### src/rtl/optical_8x8_pkg.sv
// Shared definitions for the 8x8 Benes optical switch controller and its route checker:
// switch-state encodings, fabric dimensions, FSM states and the fabric wiring helpers.
package optical_8x8_pkg;

    localparam logic C_BAR       = 1'b0;
    localparam logic C_CROSS     = 1'b1;
    localparam int   C_DSTWIDTH  = 3;
    localparam int   C_PORTNUM   = 8;
    localparam int   C_SWITCHNUM = 4;
    localparam int   C_STAGENUM  = 5;
    localparam int   C_TAGS_W    = C_PORTNUM * C_DSTWIDTH;
    localparam int   C_GRANT_W   = C_STAGENUM * C_SWITCHNUM;

    typedef enum logic [1:0] {
        ST_IDLE = 2'b00,
        ST_PROP = 2'b01,
        ST_DONE = 2'b10
    } rc_state_e;

    // Lane reached after the inter-stage wiring that follows 'stage'; lane bits are {a,b,c}.
    function automatic logic [2:0] lane_wire(input logic [2:0] stage, input logic [2:0] lane);
        logic [2:0] w;
        case (stage)
            3'd0:       w = {lane[0], lane[2], lane[1]};
            3'd1, 3'd2: w = {lane[2], lane[0], lane[1]};
            3'd3:       w = {lane[1], lane[0], lane[2]};
            default:    w = lane;
        endcase
        return w;
    endfunction

    // Grant bit of switch 'sw' in 'stage' (stage*4 + sw).
    function automatic logic [4:0] grant_idx(input logic [2:0] stage, input logic [1:0] sw);
        return {stage, sw};
    endfunction

endpackage

### src/rtl/optical_8x8_route_check_if.sv
// Request/grant inputs and route-check results exchanged with optical_8x8_route_check.
interface optical_8x8_route_check_if;

    logic [23:0] i_8x8_req;
    logic        i_8x8_valid;
    logic [19:0] i_grant_8x8;
    logic        i_grant_valid;
    logic [23:0] o_route_8x8;
    logic        o_route_valid;
    logic        o_match;
    logic        o_no_req;
    logic        o_busy;
    logic [7:0]  o_drop_cnt;

    modport master (
        output i_8x8_req, i_8x8_valid, i_grant_8x8, i_grant_valid,
        input  o_route_8x8, o_route_valid, o_match, o_no_req, o_busy, o_drop_cnt
    );

    modport slave (
        input  i_8x8_req, i_8x8_valid, i_grant_8x8, i_grant_valid,
        output o_route_8x8, o_route_valid, o_match, o_no_req, o_busy, o_drop_cnt
    );

endinterface

### src/rtl/optical_benes_stage.sv
// One Benes stage on 8 source-id tag lanes: the four 2x2 switches, then the wiring to the next stage.
module optical_benes_stage
    import optical_8x8_pkg::*;
#(
    parameter logic P_CROSS = C_CROSS
) (
    input  logic [C_TAGS_W-1:0]    tags_i,
    input  logic [C_SWITCHNUM-1:0] sw_i,
    input  logic [2:0]             stage_i,
    output logic [C_TAGS_W-1:0]    tags_o
);

    logic [C_TAGS_W-1:0] swapped_s;

    // Switch layer: switch s owns lanes 2s and 2s+1.
    always_comb begin
        swapped_s = tags_i;
        for (int s = 0; s < C_SWITCHNUM; s++) begin
            if (sw_i[s] == P_CROSS) begin
                swapped_s[(2*s)*C_DSTWIDTH +: C_DSTWIDTH]   = tags_i[(2*s+1)*C_DSTWIDTH +: C_DSTWIDTH];
                swapped_s[(2*s+1)*C_DSTWIDTH +: C_DSTWIDTH] = tags_i[(2*s)*C_DSTWIDTH +: C_DSTWIDTH];
            end else begin
                swapped_s[(2*s)*C_DSTWIDTH +: C_DSTWIDTH]   = tags_i[(2*s)*C_DSTWIDTH +: C_DSTWIDTH];
                swapped_s[(2*s+1)*C_DSTWIDTH +: C_DSTWIDTH] = tags_i[(2*s+1)*C_DSTWIDTH +: C_DSTWIDTH];
            end
        end
    end

    // Inter-stage wiring: the wiring is a permutation, so every output lane is written once.
    always_comb begin
        tags_o = '0;
        for (int l = 0; l < C_PORTNUM; l++) begin
            tags_o[lane_wire(stage_i, 3'(l))*C_DSTWIDTH +: C_DSTWIDTH] = swapped_s[l*C_DSTWIDTH +: C_DSTWIDTH];
        end
    end

endmodule

### src/rtl/optical_8x8_route_check.sv
// Walks a 20-bit Benes grant through the 5-stage fabric one stage per clock, recovers the
// port permutation and compares it with the request snapshotted when the check started.
module optical_8x8_route_check
    import optical_8x8_pkg::*;
#(
    parameter logic P_BAR       = C_BAR,
    parameter logic P_CROSS     = C_CROSS,
    parameter int   P_DSTWIDTH  = C_DSTWIDTH,
    parameter int   P_PORTNUM   = C_PORTNUM,
    parameter int   P_SWITCHNUM = C_SWITCHNUM,
    parameter int   P_STAGENUM  = C_STAGENUM
) (
    input  logic                      i_clk,
    input  logic                      i_rst_n,
    optical_8x8_route_check_if.slave  bus
);

    if ((P_PORTNUM != 8) || (P_DSTWIDTH != 3) || (P_SWITCHNUM != 4) || (P_STAGENUM != 5)
        || (P_BAR == P_CROSS)) begin : g_bad_cfg
        $error("optical_8x8_route_check: only the 8-port, 5-stage fabric is supported");
    end

    rc_state_e               state_q, state_d;
    logic [2:0]              stg_q, stg_d;
    logic [C_TAGS_W-1:0]     tags_q, tags_d;
    logic [C_GRANT_W-1:0]    grant_q, grant_d;
    logic [C_TAGS_W-1:0]     req_q, req_d;
    logic                    req_seen_q, req_seen_d;
    logic [C_TAGS_W-1:0]     r_exp_q, r_exp_d;
    logic                    snap_no_req_q, snap_no_req_d;
    logic [C_TAGS_W-1:0]     route_q, route_d;
    logic                    route_valid_q, route_valid_d;
    logic                    match_q, match_d;
    logic                    no_req_q, no_req_d;
    logic                    busy_q, busy_d;
    logic [7:0]              drop_q, drop_d;

    logic [C_SWITCHNUM-1:0]  grant_slice_s;
    logic [C_TAGS_W-1:0]     stage_tags_s;
    logic [C_TAGS_W-1:0]     tags_init_s;
    logic [C_TAGS_W-1:0]     route_s;

    // Switch states of the stage currently being propagated.
    always_comb begin
        grant_slice_s = '0;
        for (int sw = 0; sw < C_SWITCHNUM; sw++) begin
            grant_slice_s[sw] = grant_q[grant_idx(stg_q, 2'(sw))];
        end
    end

    // Load value: every lane carries its own port number as source tag.
    always_comb begin
        tags_init_s = '0;
        for (int l = 0; l < C_PORTNUM; l++) begin
            tags_init_s[l*C_DSTWIDTH +: C_DSTWIDTH] = 3'(l);
        end
    end

    // Invert the final lane map: output lane o holding source s means route[s] = o.
    always_comb begin
        route_s = '0;
        for (int o = 0; o < C_PORTNUM; o++) begin
            route_s[tags_q[o*C_DSTWIDTH +: C_DSTWIDTH]*C_DSTWIDTH +: C_DSTWIDTH] = 3'(o);
        end
    end

    optical_benes_stage #(
        .P_CROSS (P_CROSS)
    ) u_stage (
        .tags_i  (tags_q),
        .sw_i    (grant_slice_s),
        .stage_i (stg_q),
        .tags_o  (stage_tags_s)
    );

    // Next-state logic: request capture, drop counting and the IDLE/PROP/DONE sequence.
    always_comb begin
        state_d       = state_q;
        stg_d         = stg_q;
        tags_d        = tags_q;
        grant_d       = grant_q;
        req_d         = req_q;
        req_seen_d    = req_seen_q;
        r_exp_d       = r_exp_q;
        snap_no_req_d = snap_no_req_q;
        route_d       = route_q;
        route_valid_d = 1'b0;
        match_d       = match_q;
        no_req_d      = no_req_q;
        busy_d        = busy_q;
        drop_d        = drop_q;

        if (bus.i_8x8_valid) begin
            req_d      = bus.i_8x8_req;
            req_seen_d = 1'b1;
        end else begin
            req_d      = req_q;
            req_seen_d = req_seen_q;
        end

        if (bus.i_grant_valid && (state_q != ST_IDLE) && (drop_q != 8'hFF)) begin
            drop_d = drop_q + 8'd1;
        end else begin
            drop_d = drop_q;
        end

        case (state_q)
            ST_IDLE: begin
                if (bus.i_grant_valid) begin
                    grant_d = bus.i_grant_8x8;
                    tags_d  = tags_init_s;
                    stg_d   = 3'd0;
                    // A request arriving in the same cycle bypasses into the snapshot.
                    if (bus.i_8x8_valid) begin
                        r_exp_d = bus.i_8x8_req;
                    end else begin
                        r_exp_d = req_q;
                    end
                    snap_no_req_d = !(req_seen_q || bus.i_8x8_valid);
                    busy_d        = 1'b1;
                    state_d       = ST_PROP;
                end else begin
                    state_d = ST_IDLE;
                end
            end
            ST_PROP: begin
                tags_d = stage_tags_s;
                if (stg_q == 3'd4) begin
                    state_d = ST_DONE;
                end else begin
                    stg_d = stg_q + 3'd1;
                end
            end
            ST_DONE: begin
                route_d       = route_s;
                match_d       = (route_s == r_exp_q) && !snap_no_req_q;
                no_req_d      = snap_no_req_q;
                route_valid_d = 1'b1;
                busy_d        = 1'b0;
                state_d       = ST_IDLE;
            end
            default: begin
                busy_d  = 1'b0;
                state_d = ST_IDLE;
            end
        endcase
    end

    // State and output registers.
    always_ff @(posedge i_clk or negedge i_rst_n) begin
        if (!i_rst_n) begin
            state_q       <= ST_IDLE;
            stg_q         <= 3'd0;
            tags_q        <= '0;
            grant_q       <= '0;
            req_q         <= '0;
            req_seen_q    <= 1'b0;
            r_exp_q       <= '0;
            snap_no_req_q <= 1'b0;
            route_q       <= '0;
            route_valid_q <= 1'b0;
            match_q       <= 1'b0;
            no_req_q      <= 1'b0;
            busy_q        <= 1'b0;
            drop_q        <= 8'd0;
        end else begin
            state_q       <= state_d;
            stg_q         <= stg_d;
            tags_q        <= tags_d;
            grant_q       <= grant_d;
            req_q         <= req_d;
            req_seen_q    <= req_seen_d;
            r_exp_q       <= r_exp_d;
            snap_no_req_q <= snap_no_req_d;
            route_q       <= route_d;
            route_valid_q <= route_valid_d;
            match_q       <= match_d;
            no_req_q      <= no_req_d;
            busy_q        <= busy_d;
            drop_q        <= drop_d;
        end
    end

    assign bus.o_route_8x8   = route_q;
    assign bus.o_route_valid = route_valid_q;
    assign bus.o_match       = match_q;
    assign bus.o_no_req      = no_req_q;
    assign bus.o_busy        = busy_q;
    assign bus.o_drop_cnt    = drop_q;

endmodule
### src/flat_wrapper.sv
// flat-port wrapper written by rule: the top's interface ports become plain ports
module optical_8x8_route_check_flat import optical_8x8_pkg::*;
#(
    parameter logic P_BAR       = C_BAR,
    parameter logic P_CROSS     = C_CROSS,
    parameter int   P_DSTWIDTH  = C_DSTWIDTH,
    parameter int   P_PORTNUM   = C_PORTNUM,
    parameter int   P_SWITCHNUM = C_SWITCHNUM,
    parameter int   P_STAGENUM  = C_STAGENUM
)
  (i_clk, i_rst_n, bus_i_8x8_req, bus_i_8x8_valid, bus_i_grant_8x8, bus_i_grant_valid, bus_o_route_8x8, bus_o_route_valid, bus_o_match, bus_o_no_req, bus_o_busy, bus_o_drop_cnt);
  optical_8x8_route_check_if bus_i ();
  input  logic i_clk;
  input  logic i_rst_n;
  input wire logic [$bits(bus_i.i_8x8_req)-1:0] bus_i_8x8_req;
  input wire logic [$bits(bus_i.i_8x8_valid)-1:0] bus_i_8x8_valid;
  input wire logic [$bits(bus_i.i_grant_8x8)-1:0] bus_i_grant_8x8;
  input wire logic [$bits(bus_i.i_grant_valid)-1:0] bus_i_grant_valid;
  output wire logic [$bits(bus_i.o_route_8x8)-1:0] bus_o_route_8x8;
  output wire logic [$bits(bus_i.o_route_valid)-1:0] bus_o_route_valid;
  output wire logic [$bits(bus_i.o_match)-1:0] bus_o_match;
  output wire logic [$bits(bus_i.o_no_req)-1:0] bus_o_no_req;
  output wire logic [$bits(bus_i.o_busy)-1:0] bus_o_busy;
  output wire logic [$bits(bus_i.o_drop_cnt)-1:0] bus_o_drop_cnt;
  assign bus_i.i_8x8_req = bus_i_8x8_req;
  assign bus_i.i_8x8_valid = bus_i_8x8_valid;
  assign bus_i.i_grant_8x8 = bus_i_grant_8x8;
  assign bus_i.i_grant_valid = bus_i_grant_valid;
  assign bus_o_route_8x8 = bus_i.o_route_8x8;
  assign bus_o_route_valid = bus_i.o_route_valid;
  assign bus_o_match = bus_i.o_match;
  assign bus_o_no_req = bus_i.o_no_req;
  assign bus_o_busy = bus_i.o_busy;
  assign bus_o_drop_cnt = bus_i.o_drop_cnt;
  optical_8x8_route_check #(.P_BAR(P_BAR), .P_CROSS(P_CROSS), .P_DSTWIDTH(P_DSTWIDTH), .P_PORTNUM(P_PORTNUM), .P_SWITCHNUM(P_SWITCHNUM), .P_STAGENUM(P_STAGENUM)) u_core (.i_clk(i_clk), .i_rst_n(i_rst_n), .bus(bus_i));
endmodule
### config.mk
export PLATFORM = sky130hd
export DESIGN_NAME = optical_8x8_route_check_flat
export DESIGN_NICKNAME = d
export VERILOG_FILES = /design/src/rtl/optical_8x8_pkg.sv /design/src/rtl/optical_8x8_route_check_if.sv /design/src/rtl/optical_benes_stage.sv /design/src/rtl/optical_8x8_route_check.sv /design/src/flat_wrapper.sv
export SDC_FILE = /design/constraint.sdc
export NUM_CORES = 1
export LEC_CHECK = 0
export ABC_AREA = 1
export BUFFER_PORTS_ARGS = -buffer_cell sky130_fd_sc_hd__buf_2
export CAP_MARGIN = 40
export CORE_ASPECT_RATIO = 2
export CORE_UTILIZATION = 55
export DETAILED_ROUTE_END_ITERATION = 8
export GPL_ROUTABILITY_DRIVEN = 1
export PLACE_DENSITY_LB_ADDON = 0.1
export SKIP_CTS_REPAIR_TIMING = 1
export SKIP_LAST_GASP = 1
export SYNTH_ARGS = -nofsm -noshare
export SYNTH_HDL_FRONTEND = slang
export SYNTH_SLANG_ARGS = --single-unit
### constraint.sdc
create_clock -name i_clk -period 3.3 [get_ports i_clk]
set_input_delay 0.33 -clock i_clk [delete_from_list [all_inputs] [get_ports i_clk]]
set_output_delay 0.33 -clock i_clk [all_outputs]
set_load 0.01 [all_outputs]
; Word level (Yosys, flattened, before mapping)
; Index checks and enable logic that the tools add are counted.
[classes]
addsub = 16
n_mul = 14
magnitude_cmp = 4
eq_ne = 12
n_shift = 28
n_mux = 43
n_bitwise = 2
reduce_logical = 17
[op_table]
columns = cell, n
row1 = $neg 5->34, 14
row2 = $shift 3x34->24 const A, 14
row3 = $bwmux 24, 13
row4 = $shiftx 3x34->24 const A, 8
row5 = $shiftx 3x34->24, 6
row6 = $mul 3x2->5 const B, 14
row7 = $mux 24, 2
row8 = $pmux 24 s2, 1
row9 = $pmux 3 s2, 7
row10 = $and 24x24->24, 1
row11 = $eq 24x24->1, 1
row12 = $lt 5x6->1 const B, 4
row13 = $mux 6, 4
row14 = $bmux 1 s3, 4
row15 = $add 8x1->8 const B, 1
row16 = $ne 8x8->1 const B, 1
row17 = $mux 1, 7
row18 = $eq 3x2->1 const B, 2
row19 = $mux 3, 2
row20 = $reduce_and 2->1, 3
row21 = $reduce_and 3->1, 2
row22 = $reduce_or 3->1, 2
row23 = $ne 2x1->1 const B, 2
row24 = $ne 2x2->1 const B, 2
row25 = other kinds (15), 19
[word_totals]
register_bits = 135
out_inout_bits = 36
elab_cells = 151

; Depth between registers and ports, before layout
[depth]
word_depth = 13
depth_mapped = 19

; Cells and area by module
; A second synthesis with hierarchy kept.
[hier_totals]
cells_unflattened = 1143
area_unflattened_um2 = 8110.3
[modules_own_cells]
columns = module, n_inst, cells_each, area_per_inst_um2, seq_area_each_um2
row1 = optical_8x8_route_check, 1, 922, 7113.1, 3378.2
row2 = optical_benes_stage, 1, 221, 997.2, 0.0

; Worst setup path before layout
; OpenSTA, ideal clock, no wires.
[synth_path]
path_type = register to register
start = register u_core.stg_q[0]
end = register u_core.tags_q[5]
t_arrival_ns = 2.174
required_ns = 3.223
setup_slack_ns = 1.049
stages_incl_launch_ff = 12
period_less_slack_ns = 2.251
path_cell_list = dfrtp_1 ha_1 ha_1 inv_1 ha_1 clkbuf_1 inv_1 nor3_2 nand2_1 nand3_1 nand2_1 o21ai_1
[synth_via]
elab_chain_cells = 13
[synth_rtl]
columns = element, line_no
row1 = from (decl), optical_8x8_route_check.sv:24  ; logic [2:0] stg_q, stg_d;
row2 = from (signal assigned), optical_8x8_route_check.sv:168  ; stg_q <= stg_d;
row3 = $eq 3x2->1 / $eq 3x1->1 (equally long branches), optical_8x8_pkg.sv:23  ; case (stage)
row4 = $reduce_or 3->1 (no source line), --
row5 = $pmux 3 s2, optical_8x8_pkg.sv:23
row6 = $mul 3x2->5, optical_benes_stage.sv:33  ; tags_o[lane_wire(stage_i, 3'(l))*C_DSTWIDTH +: C_DSTWIDTH] = swapped_s[l*C_DSTWIDTH +: C_DSTWIDTH];
row7 = $neg 5->34, optical_benes_stage.sv:33
row8 = $shiftx 3x34->24 / $shift 3x34->24 (equally long branches), optical_benes_stage.sv:33
row9 = $bwmux 24 (5 in a row), optical_benes_stage.sv:33
row10 = $bwmux 24 (*), optical_benes_stage.sv:33
row11 = $pmux 24 s2 (*), optical_8x8_route_check.sv:107  ; case (state_q)
row12 = to (signal assigned), optical_8x8_route_check.sv:169  ; tags_q <= tags_d;
row13 = to (decl), optical_8x8_route_check.sv:25  ; logic [C_TAGS_W-1:0] tags_q, tags_d;
; Mark *: on every way between the ends. The rest lies on a longest branch, timed or not. The select of a mux whose other input is x is not followed.
; A chain may end at the register's enable or synchronous reset.

; Worst setup path in the final report
[layout_path]
start = register u_core.stg_q[0]
end = register u_core.tags_q[0]
; Same word-level chain as after synthesis.

==> run metrics <==
placement-stage cell area=8736 um2; Slew headroom=0.4614; Synth Warn #=0; leading cell type in the layout, fill and taps excluded=nand2_1; Final Hold Viols=0; RSZ-0062 raised after global routing=false; total negative slack=0 ns; Netlist cell types=39; post-route cell area=9310 um2; Sink Count=135; die height=173.5 um; CP Launch Type=flip-flop; Power per Cell Area=1200 nW/um2; ANT nets after route=0; all-layer global routing usage=0.3315; vias=7742; CP Data Required Time=3.62 ns; register area=3378 um2; static leakage=5.034 nW; clk_skew=0.009383 ns; Crit. End Element=flip-flop; arrival time at the worst endpoint=3.24 ns; cell chain of the critical path=ha_1 -> ha_1 -> inv_1 -> ha_1 -> nor3_1 -> a21oi_1 -> o32ai_1; Longest Clk Path Bufs=2; routed wire length=23.73 mm; Final min period=2.918 ns; Filler Cell Count=1355; met2 WL=12.90 mm; Peak VDD IR=0.7399 mV; drt first pass iters=6; Max Clk Rate=342.7 MHz; status=finished, final reports clean; Final #Nets=1331; core area=14350 um2; WL met1=8.564 mm; crit path max fanout=15; Crit Path Class=flip-flop to flip-flop; Syn Area/Cell=6.974 um2; DIE WIDTH=87.76 um; effective utilization at floorplan=0.5637; multi-input logic area=4124 um2; Final GP Congestion=1.005; Pins Over Slew Limit=0; grt ovf=0; area delta synth->final=15.08%; initial antenna violation count=0; clock buffer count from CTS=17; CTS root buf=clkbuf_16; Starting DRT DRC Count=380; Slew @ Worst Pin=0.8070 ns; Core Rows=62; TritonCTS clock tree=built; Clock transition at path regs=0.06 ns; slowest cell delay on critical path=0.64 ns; worst min path class=input port to flip-flop; Critical Path Most Common Cell=ha_1; clock insertion delay at the later pin of the skew report=0.43 ns; net count after synthesis=1242; area of the die=15230 um2; Slowest-stage cell, CP=dfrtp_1; #FFs+latches synth=135; Ports=84; Final HPWL DP=18.50 mm; top routing layer used=met4; PnR Total Power=0.01117 W; fraction of layout cells with a size suffix above 1=0.1268; Mapped Cells=1160; via/cell ratio=5.325; PortBufs=83; period utilization=0.8841; Post-Syn Area=8090 um2; DR WL met3=624 um; n_diodes=0; DRC violations left=0; first-pass GRT wire length=37.63 mm; commonest non-fill, non-tap cells in the layout=467 x nand2_1, 135 x dfrtp_1, 119 x inv_1, 103 x nor2_1, 85 x nand3_1; Post-Route Utilization=0.6487; H-tree depth=4; vias in the first global route=7553; Avg WL per Cell=16.32 um; Seq/Total Area, Yosys=0.4176; final setup violation count=0; Max Cap Violations=0; largest net degree at the start of global routing=77
## cells by family after synthesis
logic type      synth area share
xor+xnor                0.008661
fa+ha+maj                0.05258
simple gates              0.3460
flops                     0.4176
mux                     0.001392
buf+inv                  0.07269
compound gates            0.1011
## per-layer routing
layer | global-route usage | up-vias
li1 | - | 3862
met1 | 0.3363 | 3629
met2 | 0.6014 | 175
met3 | 0.04905 | 76
met4 | 0.2199 | 0
met5 | 0 | -
## registers in the layout, indices dropped and copies added, names as in the netlist, 2 cells and up
| signal | count |
|---|---|
| u_core.bus.o_drop_cnt | 8 |
| u_core.bus.o_route_8x8 | 24 |
| u_core.grant_q | 20 |
| u_core.r_exp_q | 24 |
| u_core.req_q | 24 |
| u_core.state_q | 2 |
| u_core.stg_q | 3 |
| u_core.tags_q | 24 |
## metrics by stage
stage	std cells	hold WS (ns)	setup WS, ns
5_1_grt	1454	0.09745	0.1398
3_3_place_gp	1421	0.3874	0.5480
6_report	1454	0.08493	0.3824
4_1_cts	1453	-0.06391	0.4494
2_1_floorplan	1160	0.03441	1.049
3_5_place_dp	1421	0.3847	0.4701
## worst max-delay path, delay by kind of cell (launching register included)
family | cells | cell delay, ns
buffers and inverters | 1 | 0.20
adder cells (fa/ha/maj) | 3 | 1.03
flip-flops | 1 | 0.64
AND/OR/NAND/NOR | 1 | 0.53
AO/OA/AOI/OAI | 2 | 0.40
## synth_stat cells
| library cell | number | share of area |
|---|---|---|
| a211oi_1 | 1 | 0.00093 |
| o221ai_1 | 2 | 0.0022 |
| nor2_1 | 103 | 0.048 |
| nor3_1 | 5 | 0.0031 |
| buf_1 | 4 | 0.0019 |
| clkbuf_1 | 19 | 0.0088 |
| o22ai_1 | 6 | 0.0046 |
| or2_1 | 1 | 0.00077 |
| o211ai_1 | 2 | 0.0019 |
| buf_2 | 1 | 0.00062 |
| xor2_1 | 6 | 0.0065 |
| nand2_2 | 6 | 0.0046 |
| nand3b_1 | 1 | 0.00093 |
| o21ai_2 | 4 | 0.0043 |
| ha_1 | 34 | 0.053 |
| a21oi_1 | 15 | 0.0093 |
| or2_2 | 2 | 0.0015 |
| dfrtp_1 | 135 | 0.42 |
| buf_4 | 2 | 0.0019 |
| xnor2_1 | 2 | 0.0022 |
| inv_1 | 119 | 0.055 |
| nor2_2 | 7 | 0.0054 |
| nand3_2 | 2 | 0.0025 |
| nand4_1 | 8 | 0.0062 |
| o31ai_1 | 1 | 0.00093 |
| a31oi_1 | 20 | 0.015 |
| a22oi_2 | 3 | 0.0046 |
| o32ai_1 | 2 | 0.0022 |
| o21ai_0 | 74 | 0.046 |
| a21boi_1 | 4 | 0.0037 |
| nand2_4 | 1 | 0.0014 |
| nand2_1 | 467 | 0.22 |
| nor3_2 | 2 | 0.0025 |
| o21bai_1 | 1 | 0.00093 |
| o21ai_1 | 7 | 0.0043 |
| nand3_1 | 85 | 0.053 |
| mux2_2 | 1 | 0.0014 |
| buf_12 | 1 | 0.0025 |
| inv_2 | 4 | 0.0019 |
## layout make-up
cell class	instances	area share
Timing Repair Buffer	97	0.05819
Inverter	123	0.04959
Clock inverter	14	0.01344
Tap cell	192	0.02580
Clock buffer	18	0.04717
Multi-Input combinational cell	875	0.4430
Sequential cell	135	0.3629
## final timing paths
path | cells past startpoint | startpoint | end | slack, ns
worst min-delay path | 3 | bus_i_grant_8x8[19] | u_core.grant_q[19] | 0.08
min in group asynchronous | 2 | i_rst_n | u_core.req_q[9] | 0.49
worst max-delay path | 7 | u_core.stg_q[0] | u_core.tags_q[0] | 0.38
max in group asynchronous | 3 | i_rst_n | u_core.r_exp_q[15] | 2.09
worst max register to register | 7 | u_core.stg_q[0] | u_core.tags_q[0] | 0.38
worst min register to register | 1 | u_core.req_seen_q | u_core.req_seen_q | 0.44
## power by group
part	switching (W)	internal, W
Clock	0.000779	0.00106
Sequential	0.000536	0.00232
Combinational	0.00442	0.00206
Total	0.00573	0.00544
Note: power is estimated with default switching activity, not from simulation.
